--- src/rtl/hour12_clock.sv ---
// 12-hour time-of-day counter with 1 Hz prescaler, BCD outputs and MODE/INC set-time FSM.
// Hour held in binary 0..11 (0 displays as 12); minutes/seconds held as BCD digit pairs.
module hour12_clock #(
   parameter int DIV = 50000000
) (
   input  logic       CLK,
   input  logic       RST_N,
   input  logic       EN,
   input  logic       MODE,
   input  logic       INC,
   output logic [3:0] HR_T,
   output logic [3:0] HR_O,
   output logic [3:0] MIN_T,
   output logic [3:0] MIN_O,
   output logic [3:0] SEC_T,
   output logic [3:0] SEC_O,
   output logic       PM,
   output logic [1:0] STATE,
   output logic       DAY
);

   localparam int PW = (DIV > 2) ? $clog2(DIV) : 1;

   typedef enum logic [1:0] {
      RUN     = 2'b00,
      SET_HR  = 2'b01,
      SET_MIN = 2'b10
   } state_t;

   state_t          state, state_n;
   logic [3:0]      h, h_n;
   logic [3:0]      min_t, min_t_n, min_o, min_o_n;
   logic [3:0]      sec_t, sec_t_n, sec_o, sec_o_n;
   logic            pm, pm_n;
   logic            day, day_n;
   logic [PW-1:0]   presc, presc_n;
   logic            counting, tick;
   logic [8:0]      sec_inc, min_inc;

   // Returns {carry, tens, ones} for a 00..59 BCD pair advanced by one.
   function automatic logic [8:0] bcd_inc(input logic [3:0] t, input logic [3:0] o);
      logic [8:0] r;
      if (o == 4'd9) begin
         if (t == 4'd5) r = {1'b1, 4'd0, 4'd0};
         else           r = {1'b0, t + 4'd1, 4'd0};
      end else begin
         r = {1'b0, t, o + 4'd1};
      end
      return r;
   endfunction

   always_ff @(posedge CLK) begin
      if (!RST_N) begin
         state <= RUN;
         h     <= '0;
         min_t <= '0;
         min_o <= '0;
         sec_t <= '0;
         sec_o <= '0;
         pm    <= 1'b0;
         day   <= 1'b0;
         presc <= '0;
      end else begin
         state <= state_n;
         h     <= h_n;
         min_t <= min_t_n;
         min_o <= min_o_n;
         sec_t <= sec_t_n;
         sec_o <= sec_o_n;
         pm    <= pm_n;
         day   <= day_n;
         presc <= presc_n;
      end
   end

   always_comb begin
      state_n  = state;
      h_n      = h;
      min_t_n  = min_t;
      min_o_n  = min_o;
      sec_t_n  = sec_t;
      sec_o_n  = sec_o;
      pm_n     = pm;
      day_n    = 1'b0;
      presc_n  = presc;
      counting = (state == RUN) && !EN;
      tick     = counting && (presc == PW'(DIV - 1));
      sec_inc  = bcd_inc(sec_t, sec_o);
      min_inc  = bcd_inc(min_t, min_o);

      if (counting) presc_n = tick ? '0 : presc + 1'b1;

      unique case (state)
         RUN: begin
            if (MODE) begin
               state_n = SET_HR;
               sec_t_n = '0;
               sec_o_n = '0;
               presc_n = '0;
            end else if (tick) begin
               {sec_t_n, sec_o_n} = sec_inc[7:0];
               if (sec_inc[8]) begin
                  {min_t_n, min_o_n} = min_inc[7:0];
                  if (min_inc[8]) begin
                     if (h == 4'd11) begin
                        h_n   = '0;
                        pm_n  = ~pm;
                        day_n = pm;
                     end else begin
                        h_n = h + 4'd1;
                     end
                  end
               end
            end
         end
         SET_HR: begin
            if (MODE) begin
               state_n = SET_MIN;
            end else if (INC) begin
               if (h == 4'd11) begin
                  h_n  = '0;
                  pm_n = ~pm;
               end else begin
                  h_n = h + 4'd1;
               end
            end
         end
         SET_MIN: begin
            if (MODE) begin
               state_n = RUN;
               sec_t_n = '0;
               sec_o_n = '0;
               presc_n = '0;
            end else if (INC) begin
               {min_t_n, min_o_n} = min_inc[7:0];
            end
         end
         default: state_n = RUN;
      endcase
   end

   always_comb begin
      HR_T = 4'd0;
      HR_O = h;
      if (h == 4'd0) begin
         HR_T = 4'd1;
         HR_O = 4'd2;
      end else if (h >= 4'd10) begin
         HR_T = 4'd1;
         HR_O = h - 4'd10;
      end
   end

   assign MIN_T = min_t;
   assign MIN_O = min_o;
   assign SEC_T = sec_t;
   assign SEC_O = sec_o;
   assign PM    = pm;
   assign STATE = state;
   assign DAY   = day;

endmodule

--- config.mk ---
export PLATFORM = sky130hd
export DESIGN_NAME = hour12_clock
export DESIGN_NICKNAME = d
export VERILOG_FILES = /design/src/rtl/hour12_clock.sv
export SDC_FILE = /design/constraint.sdc
export NUM_CORES = 1
export LEC_CHECK = 0
export ABC_AREA = 1
export CAP_MARGIN = 5
export CORE_ASPECT_RATIO = 1.4
export CORE_MARGIN = 5
export CORE_UTILIZATION = 50
export DETAILED_ROUTE_END_ITERATION = 8
export GPL_ROUTABILITY_DRIVEN = 0
export PLACE_DENSITY = 0.73
export REMOVE_ABC_BUFFERS = 1
export SYNTH_ARGS = -nofsm -noshare
export SYNTH_HDL_FRONTEND = slang
export SYNTH_SLANG_ARGS = --single-unit
--- constraint.sdc ---
create_clock -name CLK -period 2.28 [get_ports CLK]
set_clock_uncertainty 0.15 [all_clocks]
set_input_delay 0.228 -clock CLK [delete_from_list [all_inputs] [get_ports CLK]]
set_output_delay 0.228 -clock CLK [all_outputs]
set_load 0.01 [all_outputs]
# Word-level counts from Yosys, hierarchy flattened
# Index checks and enable logic that the tools add are counted.
[word_totals]
romBits = 0
word_cells = 110
register_bits = 50
latchBits = 0
ramBits = 0
memories = 0
out_inout_bits = 28
[op_classes]
n_eq_ne = 21
reduce_logical = 14
bitwise = 7
shift = 0
magnitude_cmp = 1
n_mux = 51
add_sub_neg = 7
n_div = 0
mul = 0
[op_table]
columns = ["op", "n"]
rows = [
  ["$mux 26", 4],
  ["$mux 4", 24],
  ["$pmux 4 s2", 5],
  ["$mux 9", 4],
  ["$add 26x1->26 const B", 1],
  ["$eq 26x26->1 const B", 1],
  ["$ne 2x2->1 const B", 11],
  ["$add 4x1->4 const B", 5],
  ["$eq 4x4->1 const B", 3],
  ["$mux 1", 9],
  ["$eq 4x3->1 const B", 2],
  ["$not 1->1", 7],
  ["$reduce_and 7->1", 1],
  ["$reduce_or 7->1", 1],
  ["$mux 2", 3],
  ["$pmux 2 s3", 1],
  ["$reduce_and 3->1", 2],
  ["$reduce_and 6->1", 1],
  ["$ge 4x4->1 const B", 1],
  ["$logic_not 4->1", 1],
  ["$reduce_and 4->1", 1],
  ["$reduce_bool 2->1", 2],
  ["$sub 4x4->4 const B", 1],
  ["$ne 3x2->1 const B", 1],
  ["8 further kinds", 9],
]

# Longest topological paths before layout
# Gate-level depths: netlist of the first run.
[logic_depth]
depth_word = 8
ltp_mapped = 13
depth_no_buf = 12

# Worst setup path before layout of the first run
# OpenSTA, ideal clock, no wires.
[synth_path]
path_type = "register -> register"
start = "register sec_o[0] (netlist: SEC_O[0])"
end = "register min_t[0] (netlist: MIN_T[0])"
path_slack_ns = 0.484
setup_time_ns = 0.116
stages_incl_launch_ff = 9
arrival_time_ns = 1.530
path_buffers = 0
synth_period_minus_slack_ns = 1.796
required_ns = 2.014
cell_sequence = "dfxtp_1 -> ha_1 -> nand2_1 -> nor2_1 -> nand2_1 -> a21oi_1 -> nand3_2 -> o21ai_0 -> nor2_1"
[synth_between]
elab_chain_cells = 4
[synth_lines]
columns = ["item", "line", "source"]
rows = [
  ["start, declared", "33", "logic [3:0] sec_t, sec_t_n, sec_o, sec_o_n;"],
  ["start signal, assigned", "69", "sec_o <= sec_o_n;"],
  ["$eq 4x4->1", "43", "if (o == 4'd9) begin"],
  ["$mux 9", "43", ""],
  ["$ne 2x2->1 (no line)", "n/a", ""],
  ["$reduce_and 6->1 (no line)", "n/a", ""],
  ["end signal, assigned", "66", "min_t <= min_t_n;"],
  ["end, declared", "32", "logic [3:0] min_t, min_t_n, min_o, min_o_n;"],
]
# No other way between the ends. The select of a mux whose other input is x is not followed.
# A chain may end at the register's enable or synchronous reset.

# Final worst setup path of the first run
[layout_path]
start = "register h[0]"
end = "output port HR_O[3]"
[layout_between]
elab_chain_cells = 3
word_cells_on_any_way = 5
[layout_lines]
columns = ["item", "line", "source"]
rows = [
  ["start, declared", "31", "logic [3:0] h, h_n;"],
  ["start signal, assigned", "65", "h <= h_n;"],
  ["$sub 4x4->4 or $ge 4x4->1 (tied branches)", "150, 148", ""],
  ["$mux 4", "148", "end else if (h >= 4'd10) begin"],
  ["$mux 4 (*)", "145", "if (h == 4'd0) begin"],
  ["end, declared", "12", "output logic [3:0] HR_O,"],
]
# Mark *: on every way between the ends. The rest lies on a longest branch, timed or not.

==> results of run 1 <==
timing repair:
action | CTS | global route
cloned | 0 | 0
gates resized for setup | 3 | 5
setup endpoints to repair | 4 | 3
cells in the mapped netlist (2+ instances only):
| cell type | instances | area (µm²) |
|---|---|---|
| o21ai_1 | 2 | 10.01 |
| nor2_1 | 74 | 277.8 |
| inv_1 | 50 | 187.7 |
| dfxtp_1 | 50 | 1001 |
| nand2_2 | 5 | 31.28 |
| ha_1 | 10 | 125.1 |
| or2_2 | 2 | 12.51 |
| clkbuf_1 | 2 | 7.510 |
| nand4_1 | 5 | 31.28 |
| o31ai_1 | 2 | 15.01 |
| a21oi_1 | 32 | 160.2 |
| nand2_4 | 3 | 33.78 |
| nor2_4 | 5 | 56.30 |
| inv_2 | 2 | 7.510 |
| buf_4 | 5 | 37.54 |
| nand2_1 | 87 | 326.6 |
| xnor2_1 | 3 | 26.28 |
| nor3_1 | 7 | 35.03 |
| xor2_1 | 4 | 35.03 |
| nand3_1 | 29 | 145.1 |
| o21ai_0 | 24 | 120.1 |
| a211oi_1 | 3 | 22.52 |
power by group through the flow:
stage / registers (µW) / clock network, µW / logic, µW
2_1_floorplan: 924 / 0 / 114
3_3_place_gp: 924 / 0 / 185
3_5_place_dp: 924 / 0 / 190
4_1_cts: 905 / 783 / 189
5_1_grt: 908 / 819 / 212
6_report: 905 / 761 / 186
flip-flops by register name, summed over array words and instances (netlist names):
signal and count:
SEC_O 4, DAY 1, SEC_T 4, PM 1, STATE 2, presc 26
MIN_T 4, h 4, MIN_O 4
layer usage:
metal | GRT usage, % | vias to the layer above
met2 | 33.40 | 53
li1 | - | 1415
met3 | 3.367 | 12
met4 | 7.531 | 0
met1 | 20.04 | 1237
met5 | 0 | -
path summary, 6_finish.rpt:
kind,slack [ns],depth (start not counted),end,startpoint
min,0.31,1,presc[22],presc[22]
min reg2reg,0.31,1,presc[22],presc[22]
max reg2reg,0.28,10,SEC_T[3],STATE[1]
max,0.14,6,HR_O[3],h[0]
metrics by stage:
step                      power [µW]  util [%]  cells
after detailed placement        1114     57.94    517
after global placement          1109     57.94    517
final                           1852     60.77    525
after global routing            1939     60.77    525
after floorplan                 1038         -    416
after CTS                       1876     60.63    525
cell families (layout without fill, tap and decap cells):
kind of cell,after synthesis,in the layout,share of synthesized area [%]
and+or+nand+nor,222,222,35.02
AOI/OAI and AO/OA,70,70,13.54
buffers and inverters,63,95,9.188
DFF,50,50,35.51
adders and majority gates,10,10,4.439
xor gates and xnor gates,7,7,2.175
other,1,3,0.1330
final cells by class:
| cell class | count | area [µm²] |
|---|---|---|
| timing repair buffer | 33 | 324.1 |
| multi-input combinational | 312 | 1572 |
| inverter | 54 | 205.2 |
| fill | 539 | 2152 |
| sequential | 50 | 1005 |
| clock inverter | 2 | 60.06 |
| clock buffer | 6 | 82.58 |
| tap | 68 | 85.08 |
==> results.ini, run 1 <==
[outcome]
outcome=completed

[worst_setup_path]
worst_ep_required_time_ns=1.90
end_kind=output pin
critical_path_class=reg2out
cp.arrival_ns=1.76
critical-path-top-delay-family=buffers and inverters
crit_chain=inv_2, ha_1, nor3_2, nor2_1, nor2_1, clkdlybuf4s50_1
setup.worst_path.start_class=flop
cp_slowest_cell=clkdlybuf4s50_1
cpMostUsedCell=nor2_1
critical_path.max_fanout=4
path_buf_inv=2
max_stage_delay_ns=0.54

[floorplanning]
core_um2=5485
io_pins=33
start_util_pct=51.39
fp.dieH_um=98.85
rows=32
dieArea_um2=7261
fp.dieW_um=73.46

[placement]
dp_hpwl_um=4859
io_buffer_count=29
place_ws_ns=0.1517
dpl_cell_area_um2=3178

[clocking]
root_buffer=clkbuf_8
post_cts_buffers=0
cts.reportedPaths.clkPinSlew_ns=0.09
h-tree-depth=2
clk_latency_ns=0.30
cts_buffers=5
cts.sink_count=50
clock_path_buffers=2
cts_tree=done
cts_hold_buf=0

[sta]
timing.hold.ws_ns=0.3057
fin_crit_ns=2.139
slew_violations=0
fmax_mhz=467.4
period_share_pct=93.83
setup-tns-final_ns=0
final_hold_viol_count=0
setup_viol=0
grt_setup_unrepaired=false
layout_setup_ws_ns=0.1407

[final_layout]
fin_nets=471
layout_commonest_cell=nand2_1
stdcell_area_um2=3333
area_growth_pct=18.24
final_cell_mix=nand2_1 (87), nor2_1 (74), inv_1 (49)
n_antenna_cell=0
drive_gt1_share_pct=8.096

[route]
m1WireLength_um=2551
met2_length_um=3256
ant_nets=0
via_per_inst=5.175
drt_wl_total_um=6192
routed-wl-met3_um=247
firstDrtPassIters=6
dr_total_vias=2717
post-route-drc-count=0
wire_per_inst_um=11.79
drt_iter0_drc=149
top_layer_used=met4

[global_routing]
antenna_found_initial=0
grt_max_degree=17
first_global_vias=2626
grt_overflow=0
grt_pass1_wl_um=10940
track_usage_pct=18.31

[power]
power_switching_uw=424.8
p_per_area_nw_per_um2=555.7
switching_share_pct=22.93
p_int_uw=1427
vdd_ir_drop_max_uv=345.1
seqPwrFrac_pct=48.9
combPwrFrac_pct=10.1
power.share.clock_pct=41.1
power_leakage_uw=0.001369

[worst_hold_path]
hold_path_class=reg2reg

[logic_synthesis]
ys_types=39
synth-async-reset-ratio_pct=0
syn_area_um2=2819
postSynthCellCount=423
synth_edf_count=0
synthFlopType=dfxtp_1
avgSynthCellArea_um2=6.664
ys_seq_area_share_pct=35.51
ys_seq_elements=50
yosysWarningCount=0

[flow_run]
drv_cap=0

No activity file was read; power rests on OpenSTA's default activity.
==> run 2: changes to the inputs <==
--- a/config.mk
+++ b/config.mk
@@ -9,10 +9,10 @@
 export CAP_MARGIN = 5
 export CORE_ASPECT_RATIO = 1.4
 export CORE_MARGIN = 5
-export CORE_UTILIZATION = 50
+export CORE_UTILIZATION = 44
 export DETAILED_ROUTE_END_ITERATION = 8
 export GPL_ROUTABILITY_DRIVEN = 0
-export PLACE_DENSITY = 0.73
+export PLACE_DENSITY = 0.65
 export REMOVE_ABC_BUFFERS = 1
 export SYNTH_ARGS = -nofsm -noshare
 export SYNTH_HDL_FRONTEND = slang
==> results.ini, run 2 (synthesis gave the netlist of run 1 again) <==
[outcome]
outcome=completed  ; unchanged

[worst_setup_path]
worst_ep_required_time_ns=1.90  ; about the same
end_kind=output pin  ; unchanged
r2r-end=SEC_T[3]  ; unchanged
critical_path.max_fanout=7  ; was 4
reg2reg_depth=10  ; unchanged
critical_path_class=reg2out  ; unchanged
cp.arrival_ns=1.75  ; was 1.76 ns
r2r-start=STATE[1]  ; unchanged
setup.worst_path.start_class=flop  ; unchanged
reg2reg_slack_ns=0.26  ; was 0.28 ns

[worst_hold_path]
hold_start=presc[22]  ; unchanged
holdPathStages=1  ; unchanged
hold_path_class=reg2reg  ; unchanged
holdPathEnd=presc[22]  ; unchanged

[floorplanning]
rows=34  ; was 32
dieArea_um2=8130  ; was 7261 µm²
start_util_pct=45.39  ; was 51.39%
fp.dieH_um=104.7  ; was 98.85 µm
io_pins=33  ; unchanged
fp.dieW_um=77.65  ; was 73.46 µm
core_um2=6211  ; was 5485 µm²

[final_layout]
fillers=640  ; was 539
final_cell_mix=nand2_1 (87), nor2_1 (74), dfxtp_1 (49), inv_1 (49), a21oi_1 (32)  ; was nand2_1 (87), nor2_1 (74), inv_1 (49)
n_antenna_cell=0  ; unchanged
area_growth_pct=17.49  ; was 18.24%
layout_commonest_cell=nand2_1  ; unchanged
stdcell_area_um2=3312  ; was 3333 µm²
largest_reg_flops=26  ; unchanged
drive_gt1_share_pct=7.659  ; was 8.096%
regMostFlops=presc  ; unchanged
fin_nets=471  ; unchanged

[clocking]
cts_tree=done  ; unchanged
cts.reportedPaths.clkPinSlew_ns=0.09  ; about the same
clk_latency_ns=0.31  ; was 0.30 ns
clock_path_buffers=2  ; unchanged
cts_hold_buf=0  ; unchanged
cts_buffers=5  ; unchanged
h-tree-depth=2  ; unchanged
root_buffer=clkbuf_8  ; unchanged
cts.sink_count=50  ; unchanged

[sta]
fin_crit_ns=2.131  ; was 2.139 ns
period_share_pct=93.44  ; was 93.83%
fmax_mhz=469.4  ; was 467.4 MHz
setup_viol=0  ; unchanged
final_hold_viol_count=0  ; unchanged
grt_setup_unrepaired=false  ; unchanged
slew_violations=0  ; unchanged
setup-tns-final_ns=0  ; unchanged

[global_routing]
first_global_vias=2522  ; was 2626
grt_max_degree=17  ; unchanged
antenna_found_initial=0  ; unchanged
track_usage_pct=16.08  ; was 18.31%
grt_pass1_wl_um=11110  ; was 10940 µm
grt_overflow=0  ; unchanged

[route]
drt_wl_total_um=6369  ; was 6192 µm
post-route-drc-count=0  ; unchanged
ant_nets=0  ; unchanged
wire_per_inst_um=12.04  ; was 11.79 µm
dr_total_vias=2652  ; was 2717
via_per_inst=5.013  ; was 5.175
firstDrtPassIters=4  ; was 6
drt_iter0_drc=143  ; was 149

[placement]
io_buffer_count=29  ; unchanged
dp_hpwl_um=4872  ; was 4859 µm
dpl_cell_area_um2=3183  ; was 3178 µm²

[power]
power_leakage_uw=0.001354  ; was 0.001369 µW
vdd_ir_drop_max_uv=417.3  ; was 345.1 µV
p_per_area_nw_per_um2=521.9  ; was 555.7 nW/µm²

[flow_run]
drv_cap=0  ; unchanged

==> run 2: changes by cell type in the layout (fill, tap and decap cells not counted), sizes merged <==
cell	previous run	this run
clkinvlp	0	2
bufinv	2	1
clkbuf	6	5
clkdlybuf4s50	26	25
dlygate4sd2	1	2
==> run 2: per-layer routing <==
| layer | track usage (%) | vias up | wire length, µm |
|---|---|---|---|
| met3 | 3.184 | 8 | 214 |
| li1 | - | 1415 | - |
| met5 | 0 | - | 0 |
| met2 | 29.99 | 38 | 3337 |
| met1 | 17.82 | 1191 | 2718 |
| met4 | 5.037 | 0 | 98 |
==> run 2: how the worst max path moves through the flow <==
stage	startpoint	to	slack (ns)	cells past startpoint
floorplan	SEC_O[0]	MIN_T[0]	0.48	8
global route	SEC_T[0]	MIN_T[0]	0.03	8
detailed placement	EN	SEC_T[3]	0.17	11
CTS	h[0]	HR_T[0]	0.01	6
finish	h[1]	HR_O[0]	0.15	6
global placement	EN	SEC_T[3]	0.20	11
==> run 2: critical path, cell delays in order, from the launching register on <==
cell and delay, ns:
dfxtp_2 0.42, inv_1 0.10, ha_1 0.18, nand2_1 0.09
inv_1 0.06, nor2_1 0.07, clkdlybuf4s50_1 0.54
==> run 2: final cells by class <==
| class | count | area (µm²) | share of cell area, % |
|---|---|---|---|
| tap | 72 | 90.09 | 2.720 |
| clock inverter | 3 | 45.04 | 1.360 |
| sequential | 50 | 1002 | 30.26 |
| clock buffer | 5 | 68.82 | 2.078 |
| inverter | 54 | 205.2 | 6.196 |
| multi-input combinational | 312 | 1578 | 47.64 |
| timing repair buffer | 33 | 322.8 | 9.747 |
==> run 2: power breakdown <==
group	switching, µW	total (µW)	internal (µW)
sequential	19.6	906	886
combinational	115	188	72.9
clock	308	634	327
==> run 2: what timing repair did <==
item | CTS | global route
buffers inserted | 0 | 0
setup endpoints to repair | 4 | 2
gates resized for setup | 4 | 4
==> run 2: through the flow <==
| stage | instances | worst slack [ns] | utilization [%] | hold slack (ns) | power [µW] |
|---|---|---|---|---|---|
| floorplan | 416 | 0.4843 | - | 0.1818 | 1038 |
| global placement | 521 | 0.1968 | 51.25 | 0.2894 | 1110 |
| detailed placement | 521 | 0.1706 | 51.25 | 0.3019 | 1113 |
| CTS | 529 | 0.01286 | 53.14 | 0.3157 | 1745 |
| global route | 529 | 0.03068 | 53.32 | 0.3412 | 1812 |
| finish | 529 | 0.1495 | 53.32 | 0.3170 | 1728 |
